### src/rtl/ram_sdp_init.sv
// Simple-dual-port RAM with byte-enable writes, 1- or 2-cycle registered reads,
// write-first forwarding, and a post-reset init sweep signalled by init_done.
module ram_sdp_init #(
    parameter int unsigned                 DATA_WIDTH = 32,
    parameter int unsigned                 ADDR_WIDTH = 4,
    parameter int unsigned                 DEPTH      = 16,
    parameter int unsigned                 RD_LATENCY = 1,
    parameter logic [DATA_WIDTH-1:0]       INIT_VALUE = '0
) (
    input  logic                    clk,
    input  logic                    rst,
    input  logic                    wr_enb,
    input  logic [ADDR_WIDTH-1:0]   wr_addr,
    input  logic [DATA_WIDTH-1:0]   wr_data,
    input  logic [DATA_WIDTH/8-1:0] wr_be,
    input  logic                    rd_enb,
    input  logic [ADDR_WIDTH-1:0]   rd_addr,
    output logic [DATA_WIDTH-1:0]   rd_data,
    output logic                    rd_valid,
    output logic                    init_done,
    output logic                    access_err
);

    localparam int unsigned           NB        = DATA_WIDTH / 8;
    localparam logic [ADDR_WIDTH:0]   DEPTH_W   = (ADDR_WIDTH + 1)'(DEPTH);
    localparam logic [ADDR_WIDTH-1:0] LAST_ADDR = ADDR_WIDTH'(DEPTH - 1);

    generate
        if (DATA_WIDTH % 8 != 0) begin : g_chk_dw
            $error("ram_sdp_init: DATA_WIDTH must be a multiple of 8");
        end
        if (DEPTH > (2 ** ADDR_WIDTH)) begin : g_chk_depth
            $error("ram_sdp_init: DEPTH exceeds 2**ADDR_WIDTH");
        end
        if (RD_LATENCY != 1 && RD_LATENCY != 2) begin : g_chk_lat
            $error("ram_sdp_init: RD_LATENCY must be 1 or 2");
        end
    endgenerate

    typedef enum logic {S_INIT, S_READY} state_t;

    state_t                  state;
    logic [ADDR_WIDTH-1:0]   init_cnt;
    logic [DATA_WIDTH-1:0]   mem [DEPTH];

    logic                    wr_oor;
    logic                    rd_oor;
    logic                    wr_fire;
    logic                    rd_fire;
    logic                    err_next;
    logic [DATA_WIDTH-1:0]   rd_word;

    logic                    p1_valid;
    logic [DATA_WIDTH-1:0]   p1_data;

    assign wr_oor  = {1'b0, wr_addr} >= DEPTH_W;
    assign rd_oor  = {1'b0, rd_addr} >= DEPTH_W;
    assign wr_fire = (state == S_READY) && wr_enb && !wr_oor;
    assign rd_fire = (state == S_READY) && rd_enb;

    // Any request during the sweep is dropped and flagged; both ports share one pulse.
    assign err_next = (state == S_INIT) ? (wr_enb || rd_enb)
                                        : ((wr_enb && wr_oor) || (rd_enb && rd_oor));

    // Write-first: enabled bytes of a colliding write override the stored word.
    always_comb begin
        rd_word = '0;
        if (!rd_oor) begin
            rd_word = mem[rd_addr];
            if (wr_fire && (wr_addr == rd_addr)) begin
                for (int unsigned i = 0; i < NB; i++) begin
                    if (wr_be[i]) rd_word[8*i +: 8] = wr_data[8*i +: 8];
                end
            end
        end
    end

    always_ff @(posedge clk) begin
        if (state == S_INIT) begin
            mem[init_cnt] <= INIT_VALUE;
        end else if (wr_fire) begin
            for (int unsigned i = 0; i < NB; i++) begin
                if (wr_be[i]) mem[wr_addr][8*i +: 8] <= wr_data[8*i +: 8];
            end
        end
    end

    always_ff @(posedge clk or posedge rst) begin
        if (rst) begin
            state      <= S_INIT;
            init_cnt   <= '0;
            init_done  <= 1'b0;
            access_err <= 1'b0;
            p1_valid   <= 1'b0;
            p1_data    <= '0;
        end else begin
            access_err <= err_next;
            p1_valid   <= rd_fire;
            if (rd_fire) p1_data <= rd_word;
            case (state)
                S_INIT: begin
                    if (init_cnt == LAST_ADDR) begin
                        state     <= S_READY;
                        init_done <= 1'b1;
                    end else begin
                        init_cnt <= init_cnt + 1'b1;
                    end
                end
                default: state <= S_READY;
            endcase
        end
    end

    generate
        if (RD_LATENCY == 2) begin : g_lat2
            logic                  p2_valid;
            logic [DATA_WIDTH-1:0] p2_data;

            always_ff @(posedge clk or posedge rst) begin
                if (rst) begin
                    p2_valid <= 1'b0;
                    p2_data  <= '0;
                end else begin
                    p2_valid <= p1_valid;
                    if (p1_valid) p2_data <= p1_data;
                end
            end

            assign rd_data  = p2_data;
            assign rd_valid = p2_valid;
        end else begin : g_lat1
            assign rd_data  = p1_data;
            assign rd_valid = p1_valid;
        end
    endgenerate

endmodule

### config.mk
export PLATFORM = sky130hd
export DESIGN_NAME = ram_sdp_init
export DESIGN_NICKNAME = d
export VERILOG_FILES = /design/src/rtl/ram_sdp_init.sv
export SDC_FILE = /design/constraint.sdc
export NUM_CORES = 1
export LEC_CHECK = 0
export CAP_MARGIN = 25
export CORE_AREA = 8 8 281 283
export CTS_CLUSTER_DIAMETER = 40
export DETAILED_ROUTE_END_ITERATION = 8
export DIE_AREA = 0 0 289 291
export HOLD_SLACK_MARGIN = 0.02
export PLACE_DENSITY = 0.55
export SLEW_MARGIN = 0
export SYNTH_ARGS = -nofsm -noshare
export SYNTH_HDL_FRONTEND = slang
export SYNTH_SLANG_ARGS = --single-unit
### constraint.sdc
create_clock -name clk -period 3.3 [get_ports clk]
set_input_delay 0.66 -clock clk [delete_from_list [all_inputs] [get_ports clk]]
set_output_delay 0.66 -clock clk [all_outputs]
set_load 0.005 [all_outputs]
# After elaboration in Yosys (flattened, before gate mapping)
# Memory sizes are Yosys's and may differ from the RTL's.
# Index checks and enable logic that the tools add are counted.
# word_totals
regBits,40
romBits,0
wordCells,47
latch_bits,0
mem_count,1
mem_bits_rw,512
output_inout_bits,35
input_bits,48
# classes
shifts,0
multipliers,0
n_reduce_logical,7
muxes,28
bitwise,2
magnitude_cmp,0
div,0
addsub,1
eq_ne,2
# mem_list
name,words,width,rd,rd_ports_with_merged_regs,write_ports,line,rtl
mem,16,32,1,0,1,44,logic [DATA_WIDTH-1:0] mem [DEPTH];
# op_table
operator,n
2-to-1 mux 32 bit,2
2-to-1 mux 8 bit,4
OR reduction 32 bit,1
2-to-1 mux 1 bit,20
2-to-1 mux 4 bit,2
"adder 4 x 1 -> 4 bit, second input constant",1
== test 4 bit,1
"== test 4 bit, second input constant",1
AND reduction 2 bit,2
logical AND 1 bit,3
inverter 1 bit,2
logical OR 1 bit,1

# Depth between registers and ports, before layout
# logic_depth
ltp_word,6
depth_mapped,7
ltp_nobuf,4

# Worst setup path before layout
# Ideal clock, no wire load.
# synth_timing
path_type,in2reg
from,in wr_enb
to,mem mem[11][0] (enable)
t_arrival_ns,2.341
setup_ns,0.383
cell_stages,6
required_time_ns,2.917
slack_ns,0.576
n_path_buf,2
cell_sequence,buf_2 > nand2_1 > nor2_2 > mux2_2 > clkbuf_1 > nor3_1
# synth_via
elab_chain_len,6
elab_cells_between_ends,16
classes_between,14 x mux; 2 x reduce/logical
# synth_lines
element,line,rtl
from (decl),12,"input logic wr_enb,"
logical AND 1 bit *,58,assign wr_fire = (state == S_READY) && wr_enb && !wr_oor;
2-to-1 mux 1 bit,81,end else if (wr_fire) begin
2-to-1 mux 1 bit,79,if (state == S_INIT) begin
2-to-1 mux 1 bit (implied by the code),83,if (wr_be[i]) mem[wr_addr][8*i +: 8] <= wr_data[8*i +: 8];
OR reduction 32 bit (no line),n/a,
2-to-1 mux 4 bit (no line),n/a,
to (decl),44,
# Mark *: on every way between the ends. The rest lies on a longest branch, timed or not.

# Worst setup path after layout
# layout_timing
from,in wr_be[3]
to,mem mem[2][20] (enable)
# layout_via
elab_chain_len,6
elab_cells_between_ends,7
classes_between,6 x mux; 1 x reduce/logical
# layout_lines
element,line,rtl
from (decl),15,"input logic [DATA_WIDTH/8-1:0] wr_be,"
2-to-1 mux 1 bit *,83,
2-to-1 mux 1 bit *,81,
2-to-1 mux 1 bit *,79,
2-to-1 mux 1 bit (implied by the code) *,83,
OR reduction 32 bit (no line) *,n/a,
2-to-1 mux 4 bit (no line),n/a,
# Marks and branches as above.

==> metrics.md <==
| Metric | Value |
|---|---|
| CTS tree | `done` |
| CTS hold repair buffers | `0` |
| Met1 usage | `around 19%` |
| Worst Path Required | `roughly 3.6 ns` |
| Most used routing layer | `met2` |
| Post-synthesis cell area | `~22000 µm²` |
| DR vias/cell | `between 4 and 5` |
| Core box area | `74800 µm²` |
| Run status | `finished, final reports clean` |
| Die Footprint | `84100 µm²` |
| Hold/Removal Path Class | `input pin to async pin` |
| Final setup fails | `0` |
| Reg clk slew, reported paths | `0.06 ns` |
| P&R area growth vs syn | `23.2%` |
| Slew Viols, Final | `0` |
| Actual slew at the worst max-slew pin | `~1.0 ns` |
| Register area share after synthesis | `74.1%` |
| Die W | `289 µm` |
| Pin count of the biggest net entering global routing | `41` |
| Syn Inst Count | `~1100` |
| Detailed-route via count | `11900` |
| Placement Cell Area | `~25000 µm²` |
| Ys Warns | `0` |
| CP max FO | `10` |
| Die height | `291 µm` |
| Final worst slack | `0.276 ns` |
| Post-Route Setup TNS | `0 ns` |
| H-tree Lvls | `2` |
| Most frequent cells in the layout | `edfxtp_1, buf_4, mux4_2` |
| TritonCTS buffer count | `61` |
| Clock Skew | `about 0.019 ns` |
| Worst skew pair latency | `0.61 ns` |
| Commonest non-fill, non-tap cell in the layout | `edfxtp_1` |
| Hold Slack | `0.423 ns` |
| Simple-gate share of the synthesized area | `about 5.4%` |
| Initial antenna violation count | `3` |
| Clock Tree Buf Depth | `3` |
| Largest family of logic cells by synthesized area | `multiplexers` |
| Sequential cell area | `between 15000 and 20000 µm²` |
| Remaining DRCs | `0` |
| Startpoint Class | `input pin` |
| Final ANT Viol Nets | `0` |
| Post-synthesis compound-gate area fraction | `under 10%` |
| Post-synth ARST share | `roughly 7.2%` |
| Pre-CTS WS | `-0.646 ns` |
| Share of cells above drive strength 1 | `approximately 29%` |
| Max-slew headroom | `29.5%` |
| DRT Pass-1 Iters | `5` |
| Number of global-route vias before repair | `approximately 13000` |
| First-pass GRT wire length | `between 80000 and 90000 µm` |
| Post-synth net total | `roughly 1200` |
| Post-route cell area | `~27000 µm²` |
| Starting density of the core | `slightly below 30%` |
| Tot Pwr | `about 16 mW` |
| Leakage | `between 9 and 10 nW` |
| NumNets Final | `roughly 1400` |
| Gr usage total | `13.8%` |
| Starting DRC count in detailed routing | `a little under 900` |
| Peak supply drop | `slightly below 0.0004 V` |
| Sink Count | `552` |
| Minimum clock period | `around 3 ns` |
| Final Cycle Share | `between 90% and 100%` |
| Synth Area in XOR/XNOR | `less than 1%` |
| Multi-input logic area | `approximately 5400 µm²` |
| I/O Buffers | `82` |
| Drt wl/cell | `between 20 and 25 µm` |
| CP arrival | `about 3.4 ns` |
| Post-Syn Area per Cell | `a little under 20 µm²` |
| I/O pin count | `83` |
| Met3 Track Usage GR | `3.56%` |
| Global route overflow | `0` |
| Clk root buf | `clkbuf_16` |
| RSZ-0062 raised after global routing | `no` |
| Placement row count | `just over 100` |
| Endpoint class of the critical path | `flop` |
| Number of synthesized flops with an enable pin | `a little over 500` |
| Synth Flop Type | `edfxtp_1` |
| Hpwl dp | `approximately 40000 µm` |
| DRT Wirelength | `approximately 58000 µm` |
| # fillers | `roughly 7000` |
| Yosys cell types | `35` |
| Max_cap viols | `0` |
| Power Density | `roughly 580 nW/µm²` |
| Seq cells post-synth | `between 500 and 600` |
| Adder-cell area share of the yosys netlist | `less than 1%` |
| Final hold vios | `0` |
| Fmax achieved | `between 300 and 400 MHz` |
| Critical path type | `input pin to flop` |
| Met2 usage | `a little over a fifth` |
| Post-synthesis mux area share | `a little over an eighth` |
| GPL Wtd Cong | `0.781` |
timing repair:
item,4_1_cts,5_1_grt
gates resized for setup,1,1
buffers inserted,0,0
endpoints found under the setup margin,8,50
metal layers:
layer	vias up	wire length [µm]
li1	5179	-
met1	6240	25200
met2	358	27400
met3	87	3930
met4	4	1590
met5	-	25
state kept, by name, indices dropped and copies added (netlist names):
signal / cells
mem: 512
rd_data: 32
init_cnt: 4
access_err: 1
init_done: 1
rd_valid: 1
state: 1
cells in the mapped netlist (21+ instances only):
library cell	count	area, µm²
edfxtp_1	512	15400
mux4_2	128	2880
and2_1	65	407
a22o_1	64	561
nor3_1	64	320
clkbuf_1	48	180
dfrtp_1	40	1000
nor2_1	39	146
a41oi_1	32	280
and3_1	32	200
o21ai_1	32	160
buf_2	21	105
report_power, final:
part           total [mW]  switching (mW)  internal (mW)
registers            7.76          0.0347           7.73
clock network        6.88            2.80           4.08
logic                1.05           0.598          0.451
through the flow:
| step | util (%) | instances |
|---|---|---|
| 6_report | 36.4 | 2400 |
| 5_1_grt | 36.4 | 2399 |
| 4_1_cts | 36.4 | 2395 |
| 3_5_place_dp | 33.6 | 2279 |
| 3_3_place_gp | 33.5 | 2271 |
| 2_1_floorplan | - | 1141 |
cell families (layout without fill, tap and decap cells):
family	count (synthesis)	after routing
AND/OR/NAND/NOR	223	223
other	0	1
buffers and inverters	83	363
flip-flops	552	552
multiplexers	137	137
XOR/XNOR	6	6
AO/OA/AOI/OAI	139	139
adder cells (fa/ha/maj)	1	1
final cells by class:
| class | count | area share (%) |
|---|---|---|
| flip-flops and latches | 552 | 60.1 |
| multi-input cells | 506 | 19.8 |
| repair buffers | 244 | 7.87 |
| clock buffers | 74 | 5.94 |
| well taps | 978 | 4.49 |
| clock inverters | 42 | 1.67 |
| inverters | 3 | 0.0414 |
| diodes | 1 | 0.00919 |
final timing paths:
path	startpoint	end	slack, ns	depth (start not counted)
max in group asynchronous	rst	state$_DFF_PP0_	2.22	3
hold reg to reg	rd_data[0]$_DFFE_PP0P_	rd_data[0]$_DFFE_PP0P_	0.60	3
setup reg to reg	state$_DFF_PP0_	mem[4][29]$_DFFE_PP_	0.80	4
min in group clk	rd_data[0]$_DFFE_PP0P_	rd_data[0]$_DFFE_PP0P_	0.60	3
hold / removal	rst	rd_data[21]$_DFFE_PP0P_	0.42	2
setup / recovery	wr_be[3]	mem[2][20]$_DFFE_PP_	0.28	9
worst max-delay path, stage by stage:
cell and delay, ns:
clkdlybuf4s50_1 0.46, nor4_2 0.56, buf_4 0.23, nor2_4 0.08
buf_4 0.15, mux2i_2 0.15, buf_4 0.17, nor3_1 0.61
buf_4 0.28
(Power assumes the default switching activity.)
